## src/rtl/hls4ml_arith_pkg.sv

```systemverilog
// hls4ml_arith_pkg: shared width helpers and round/saturate functions for hls4ml arithmetic blocks.
package hls4ml_arith_pkg;
  localparam int MAX_W = 64;
  typedef logic signed [MAX_W:0] wide_t;
  function automatic int ext_w(input int w);
    return w + 1;
  endfunction
  function automatic int prod_w(input int aw, input int bw);
    return aw + bw + 1;
  endfunction
  // One bit wider than any accumulator, so the rounding add cannot wrap.
  function automatic wide_t round_shift(input wide_t x, input int sh, input bit rnd);
    wide_t r;
    r = (rnd && sh > 0) ? (wide_t'(1) <<< (sh - 1)) : wide_t'(0);
    return (x + r) >>> sh;
  endfunction
  function automatic wide_t sat_hi(input int w);
    return (wide_t'(1) <<< (w - 1)) - wide_t'(1);
  endfunction
  function automatic wide_t sat_lo(input int w);
    return -sat_hi(w) - wide_t'(1);
  endfunction
  function automatic logic sat_over(input wide_t y, input int w);
    return y > sat_hi(w) || y < sat_lo(w);
  endfunction
  function automatic wide_t sat_clip(input wide_t y, input int w);
    return y > sat_hi(w) ? sat_hi(w) : y < sat_lo(w) ? sat_lo(w) : y;
  endfunction
endpackage

```

## src/rtl/hls4ml_mul_pipe_core.sv

```systemverilog
// hls4ml_mul_pipe_core: operand extension and exact signed multiply through a NUM_STAGE register chain.
module hls4ml_mul_pipe_core
  import hls4ml_arith_pkg::*;
#(
  parameter int A_W       = 13,
  parameter int A_SIGNED  = 0,
  parameter int B_W       = 14,
  parameter int B_SIGNED  = 1,
  parameter int NUM_STAGE = 2,
  localparam int PW       = prod_w(A_W, B_W)
) (
  input  logic                 clk,
  input  logic                 ce,
  input  logic [A_W-1:0]       a_i,
  input  logic [B_W-1:0]       b_i,
  output logic signed [PW-1:0] prod_o
);
  localparam int AX = ext_w(A_W);
  localparam int BX = ext_w(B_W);
  logic signed [AX-1:0] a_q;
  logic signed [BX-1:0] b_q;
  logic signed [PW-1:0] p;
  // Datapath registers carry no reset so they pack into the DSP; validity travels in the top level.
  always_ff @(posedge clk) begin
    if (ce) begin
      a_q <= A_SIGNED != 0 ? {a_i[A_W-1], a_i} : {1'b0, a_i};
      b_q <= B_SIGNED != 0 ? {b_i[B_W-1], b_i} : {1'b0, b_i};
    end
  end
  assign p = PW'(a_q) * PW'(b_q);
  if (NUM_STAGE == 1) begin : g_comb
    assign prod_o = p;
  end else begin : g_pipe
    logic signed [PW-1:0] r_q [NUM_STAGE-1];
    always_ff @(posedge clk) begin
      if (ce) begin
        r_q[0] <= p;
        for (int s = 1; s < NUM_STAGE - 1; s++) r_q[s] <= r_q[s-1];
      end
    end
    assign prod_o = r_q[NUM_STAGE-2];
  end
endmodule

```

## src/rtl/hls4ml_mac_pipe_stream.sv

```systemverilog
// hls4ml_mac_pipe_stream: stall-aware pipelined multiply / dot-product accumulate with round and saturate.
module hls4ml_mac_pipe_stream
  import hls4ml_arith_pkg::*;
#(
  parameter int A_W       = 13,
  parameter int A_SIGNED  = 0,
  parameter int B_W       = 14,
  parameter int B_SIGNED  = 1,
  parameter int NUM_STAGE = 2,
  parameter int ACC_W     = 32,
  parameter int SHIFT     = 0,
  parameter int ROUND     = 0,
  parameter int SAT       = 1,
  parameter int OUT_W     = 23
) (
  input  logic                    clk,
  input  logic                    reset,
  input  logic                    in_valid,
  output logic                    in_ready,
  input  logic [A_W-1:0]          in_a,
  input  logic [B_W-1:0]          in_b,
  input  logic                    in_mode,
  input  logic                    in_last,
  output logic                    out_valid,
  input  logic                    out_ready,
  output logic signed [OUT_W-1:0] out_data,
  output logic                    out_sat
);
  localparam int PW = prod_w(A_W, B_W);
  logic                    en;
  logic [NUM_STAGE-1:0]    v_q, m_q, l_q;
  logic                    lv, lm, ll;
  logic signed [PW-1:0]    prod;
  logic signed [ACC_W-1:0] prod_x, acc_d, acc_q, res;
  logic                    acc_open_q;
  logic                    produce;
  wide_t                   y;
  logic signed [OUT_W-1:0] out_data_d, out_data_q;
  logic                    out_sat_d, out_sat_q, out_valid_q;
  assign en        = !out_valid_q || out_ready;
  assign in_ready  = en;
  assign out_valid = out_valid_q;
  assign out_data  = out_data_q;
  assign out_sat   = out_sat_q;
  assign lv        = v_q[NUM_STAGE-1];
  assign lm        = m_q[NUM_STAGE-1];
  assign ll        = l_q[NUM_STAGE-1];
  hls4ml_mul_pipe_core #(
    .A_W(A_W), .A_SIGNED(A_SIGNED), .B_W(B_W), .B_SIGNED(B_SIGNED), .NUM_STAGE(NUM_STAGE)
  ) u_core (
    .clk(clk), .ce(en), .a_i(in_a), .b_i(in_b), .prod_o(prod)
  );
  always_comb begin
    prod_x     = ACC_W'(prod);
    acc_d      = (acc_open_q ? acc_q : '0) + prod_x;
    res        = lm ? acc_d : prod_x;
    produce    = lv && (!lm || ll);
    y          = round_shift(wide_t'(res), SHIFT, ROUND != 0);
    out_data_d = OUT_W'(SAT != 0 ? sat_clip(y, OUT_W) : y);
    out_sat_d  = SAT != 0 && sat_over(y, OUT_W);
  end
  always_ff @(posedge clk or posedge reset) begin
    if (reset) begin
      v_q         <= '0;
      m_q         <= '0;
      l_q         <= '0;
      acc_q       <= '0;
      acc_open_q  <= 1'b0;
      out_valid_q <= 1'b0;
      out_data_q  <= '0;
      out_sat_q   <= 1'b0;
    end else if (en) begin
      v_q         <= (v_q << 1) | NUM_STAGE'(in_valid);
      m_q         <= (m_q << 1) | NUM_STAGE'(in_mode);
      l_q         <= (l_q << 1) | NUM_STAGE'(in_last);
      out_valid_q <= produce;
      if (lv && lm) begin
        acc_q      <= ll ? '0 : acc_d;
        acc_open_q <= !ll;
      end
      if (produce) begin
        out_data_q <= out_data_d;
        out_sat_q  <= out_sat_d;
      end
    end
  end
endmodule

```

## config.mk

```make
export PLATFORM = sky130hd
export DESIGN_NAME = hls4ml_mac_pipe_stream
export DESIGN_NICKNAME = d
export VERILOG_FILES = /design/src/rtl/hls4ml_arith_pkg.sv /design/src/rtl/hls4ml_mul_pipe_core.sv /design/src/rtl/hls4ml_mac_pipe_stream.sv
export SDC_FILE = /design/constraint.sdc
export NUM_CORES = 1
export LEC_CHECK = 0
export ABC_CLOCK_PERIOD_IN_PS = 17100
export CAP_MARGIN = 10
export CORE_ASPECT_RATIO = 0.9
export CORE_MARGIN = 1.5
export CORE_UTILIZATION = 68
export CTS_CLUSTER_DIAMETER = 60
export CTS_CLUSTER_SIZE = 40
export DETAILED_ROUTE_END_ITERATION = 10
export HOLD_SLACK_MARGIN = 0.08
export PLACE_DENSITY = 0.95
export SYNTH_ARGS = -nofsm -noshare
export SYNTH_HDL_FRONTEND = slang
export SYNTH_SLANG_ARGS = --single-unit
```

## constraint.sdc

```tcl
create_clock -name clk -period 17.1 [get_ports clk]
set_input_delay 4.275 -clock clk [delete_from_list [all_inputs] [get_ports clk]]
set_output_delay 4.275 -clock clk [all_outputs]
set_load 0.1 [all_outputs]
```

=== After elaboration in Yosys (flattened, before gate mapping) ===
Memories as Yosys holds them, arrays and structs flattened.
Index checks and enable logic that the tools add are counted.

* Flip-flop bits (word level): 91
* Bits in latches: 0
* RAM bits: 28
* Bits in read-only memories: 0
* Input port bits: 33
* Output and inout bits: 26
* Word-level logic and storage cells: 35
* Memories kept: 1

{| class="wikitable"
|+ Memory list
! memory !! words !! width !! rd ports !! clocked after Yosys merged registers in !! write ports !! line !! text
|-
| u_core.g_pipe.r_q || 1 || 28 || 1 || 0 || 1 || hls4ml_mul_pipe_core.sv:34 || <nowiki>logic signed [PW-1:0] r_q [NUM_STAGE-1];</nowiki>
|}

* Add/subtract/negate cells: 1
* Multiply operators: 1
* Div/mod/pow operators: 0
* Magnitude comparators: 2
* Equal/unequal tests: 0
* Shift-type cells: 0
* Multiplexer cells: 7
* Bitwise operators: 3
* Reductions and logical operators: 10

{| class="wikitable"
|+ Operator list
! operator !! count
|-
| 32-bit 2-to-1 mux || 3
|-
| 23-bit 2-to-1 mux || 2
|-
| 32-bit adder || 1
|-
| 32-bit by 23-bit > comparator with 1-bit output (second input constant) || 1
|-
| 32-bit by 23-bit < comparator with 1-bit output (second input constant) || 1
|-
| 14-bit by 14-bit multiplier with 28-bit output || 1
|-
| 2-bit by 1-bit bitwise OR with 2-bit output || 3
|-
| 2-bit AND reduction || 2
|-
| 1-bit zero test || 3
|-
| 1-bit logical OR || 3
|-
| 1-bit logical AND || 2
|-
| 1-bit 2-to-1 mux || 2
|}

=== Logic depth before layout (Yosys ltp) ===
* Depth in word-level cells: 6
* Gate-level depth with buffers: 25
* Gate-level depth less buffers: 24

=== Cells and area by module ===
From an unflattened synthesis, not the netlist that was laid out.

* Cells, all modules: 1339
* Area, all modules: 13006.2 sq um

{| class="wikitable"
|+ By module, submodules not included
! module !! instances !! cells each !! area each (sq um) !! seq. area each (sq um)
|-
| hls4ml_mul_pipe_core || 1 || 815 || 8217.9 || 1651.6
|-
| hls4ml_mac_pipe_stream || 1 || 524 || 4788.3 || 1601.5
|}

=== Worst setup path before layout ===
Ideal clock, no wire load.

* Path kind: input to output
* From: input out_ready
* To: output in_ready
* Arrival time: 6.906 ns
* Data required time: 12.825 ns
* Slack: 5.919 ns
* Cell stages on the path: 2
* Buffers on the path: 1
* Cell sequence: nand2b_1 > clkbuf_1

* Word-level cells in the longest chain between the ends: 1

{| class="wikitable"
|+ Ends and longest elaborated chain
! what !! line !! text
|-
| from (decl) || hls4ml_mac_pipe_stream.sv:25 || <nowiki>input logic out_ready,</nowiki>
|-
| 1-bit logical OR || hls4ml_mac_pipe_stream.sv:40 || <nowiki>assign en = !out_valid_q || out_ready;</nowiki>
|-
| to (decl) || hls4ml_mac_pipe_stream.sv:19 || <nowiki>output logic in_ready,</nowiki>
|}

Every way passes these cells.

=== Final worst setup path ===
Same ends and word-level chain as after synthesis.

==> results.json <==
{
  "tns_ns": 0,
  "die-area_mm2": 0.0201,
  "cts_tree": "done",
  "hold_path_class": "reg -> reg",
  "drc_errors": 0,
  "crit_buf_inv": 2,
  "cts_hold_repair.buffers": 0,
  "grt_max_degree": 66,
  "core_area_mm2": 0.0186,
  "regToRegStartpoint": "u_core.b_q[4]",
  "outcome": "finished, final reports clean",
  "h-tree-depth": 4,
  "arrival_ns": 6.18,
  "synth-main-ff-cell": "dfrtp_1",
  "path_cells": "clkdlybuf4s50_1 -> nand2b_4 -> clkdlybuf4s50_1",
  "worst_pin_slew_ns": 1.17,
  "insertion_delay_ns": 0.43,
  "cts_resized": 0,
  "yosysSeqAreaShare": 0.249,
  "routed_wl_mm": 32.7,
  "gp_congestion": 0.929,
  "timing_worst_setup_path_type": "in -> out",
  "critPathTopFamily": "buffers and inverters",
  "max_stage_delay_ns": 1.28,
  "final_hold_viol_count": 0,
  "nNetsFinal": 1659,
  "gr-total-overflow": 0,
  "synth_edf_count": 55,
  "syn_inst": 1330,
  "crit_top_cell": "clkdlybuf4s50_1",
  "avgSynthCellArea_um2": 9.84,
  "layout-drive-gt1-share": 0.0788,
  "crit_path_top_delay_cell": "clkdlybuf4s50_1",
  "synth_nets": 1632,
  "cp-start-kind": "input port",
  "clk_path_buf_depth": 2,
  "grt_pass1_vias": 11218,
  "post-cts-setup-buffer-count": 0,
  "dr_wl_met3_mm": 2.55,
  "final_cell_mix": "inv_1, ha_1, fa_1, and2_1, nand2_1",
  "r2r_slack_ns": 9.70,
  "endpoint_kind": "primary output",
  "grt_pass1_wl_mm": 53.8,
  "drtAntennaViolNets": 0,
  "cts.sinks": 119,
  "vias_per_cell": 6.28,
  "grt_setup_unrepaired": "no",
  "setup_violations": 0,
  "final_common_cell": "inv_1",
  "fin_crit_ns": 10.45,
  "post_drt_wl_per_cell_um": 20.3,
  "fin_crit_sh": 0.611,
  "syn_to_final_growth_pct": 9.79,
  "place_hpwl_mm": 22.8,
  "max-cap-violations": 0,
  "cts_buffers": 17,
  "critical_path.max_fanout": 2,
  "synth_area_mm2": 0.0131,
  "min-delay-start": "acc_q[2]",
  "die_y_um": 135,
  "synth_area_leaders": "fa_1, ha_1, edfxtp_1",
  "diodes": 0,
  "antenna_found_initial": 0,
  "critPathLaunch": "out_ready",
  "ys_warn_count": 0,
  "final_util": 0.771,
  "route.met2.wl_mm": 16.4,
  "drv_slew": 0,
  "wl_met1_mm": 12.2,
  "via_count": 10149,
  "max_slew_margin": 0.218,
  "die_x_um": 149,
  "grt_util_all_layers": 0.349,
  "yosysTopAreaCellShare": 0.200,
  "cp.required_ns": 12.82,
  "ys_types": 76,
  "synth_top_cell_by_area": "fa_1",
  "top_layer": "met4",
  "drt_iter0_drc": 1015,
  "async_flop_share": 0.538,
  "clkTransAtPathRegs_ns": 0.05,
  "root_buffer": "clkbuf_16",
  "finalClockSkew_ns": 0.0111,
  "ys_ff_latch": 119,
  "pin_count": 59,
  "firstDrtPassIters": 6,
  "timing.fmax_mhz": 95.7,
  "rows": 47,
  "io_buffers": 58,
  "initial_core_util": 0.702
}
-- worst reg2reg max path, cell delays in order, from the launching register on --
cell	delay, ns
edfxtp_1	0.62
and2_1	0.29
fa_1	0.53
inv_1	0.06
fa_1	0.53
inv_1	0.06
fa_1	0.52
fa_1	0.44
fa_1	0.54
inv_1	0.06
fa_1	0.53
inv_1	0.04
ha_1	0.35
a211oi_1	0.27
o211ai_1	0.17
a41oi_1	0.44
o21ai_1	0.25
nor4b_2	0.31
nor3_1	0.11
a2111oi_2	0.52
o21ai_1	0.15
a21oi_1	0.23
xnor2_1	0.10
-- Yosys cell counts (18+ instances only) --
| library cell | instances |
|---|---|
| fa_1 | 131 |
| dfrtp_1 | 64 |
| nand2_1 | 124 |
| o21ai_0 | 43 |
| ha_1 | 138 |
| and2_1 | 126 |
| xnor2_1 | 33 |
| inv_1 | 184 |
| mux2_2 | 22 |
| a21oi_1 | 48 |
| edfxtp_1 | 55 |
| nor2_1 | 60 |
| xor2_1 | 18 |
| a22o_1 | 22 |
| o22ai_2 | 21 |
| clkbuf_1 | 44 |
-- state kept, by name, summed over array words and instances (netlist names) --
name / flops
out_data: 23
l_q: 2
m_q: 2
u_core.a_q: 13
u_core.g_pipe.r_q: 28
out_sat: 1
acc_open_q: 1
v_q: 2
u_core.b_q: 14
out_valid: 1
acc_q: 32
-- kinds of logic (layout without fill, tap and decap cells) --
logic type,after synthesis,after routing,share of synthesized area
simple gates,394,394,0.154
mux,29,29,0.0243
xor+xnor,51,51,0.0341
fa+ha+maj,269,269,0.332
compound gates,226,226,0.132
flops,119,119,0.249
buf+inv,242,282,0.0736
-- metrics by stage --
| step | setup slack, ns | instances | cell area [µm²] | hold WS, ns |
|---|---|---|---|---|
| global placement | 6.66 | 1583 | 13800 | 0.456 |
| detailed placement | 6.66 | 1583 | 13800 | 0.460 |
| finish | 6.65 | 1615 | 14400 | 0.470 |
| global route | 6.61 | 1615 | 14400 | 0.504 |
| CTS | 6.65 | 1615 | 14400 | 0.470 |
| floorplan | 5.92 | 1330 | 13100 | 0.440 |
-- final timing paths --
path / cells past startpoint / to
min in group asynchronous: 3 / acc_q[31]
worst max-delay path: 3 / in_ready
worst min register to register: 2 / acc_q[2]
max in group asynchronous: 3 / acc_q[2]
worst min-delay path: 2 / acc_q[2]
worst max register to register: 22 / u_core.g_pipe.r_q[0][27]
-- final cells by class --
class                      instances  area (µm²)
clock buffer                      22         484
clock inverter                    10         116
fill                            1101        4280
inverter                         185         694
multi-input combinational        969        8880
sequential                       119        3250
tap                              245         307
timing repair buffer              65         633
-- routing by layer --
metal  track usage  vias to the layer above
met4         0.208                        0
met5             0                        -
met3        0.0706                      160
met1         0.413                     4965
met2         0.589                      559
li1              -                     4465
Power is left out: the tool's default activity adds up to more than one toggle a clock period on the data nets, which glitch-free logic cannot reach.
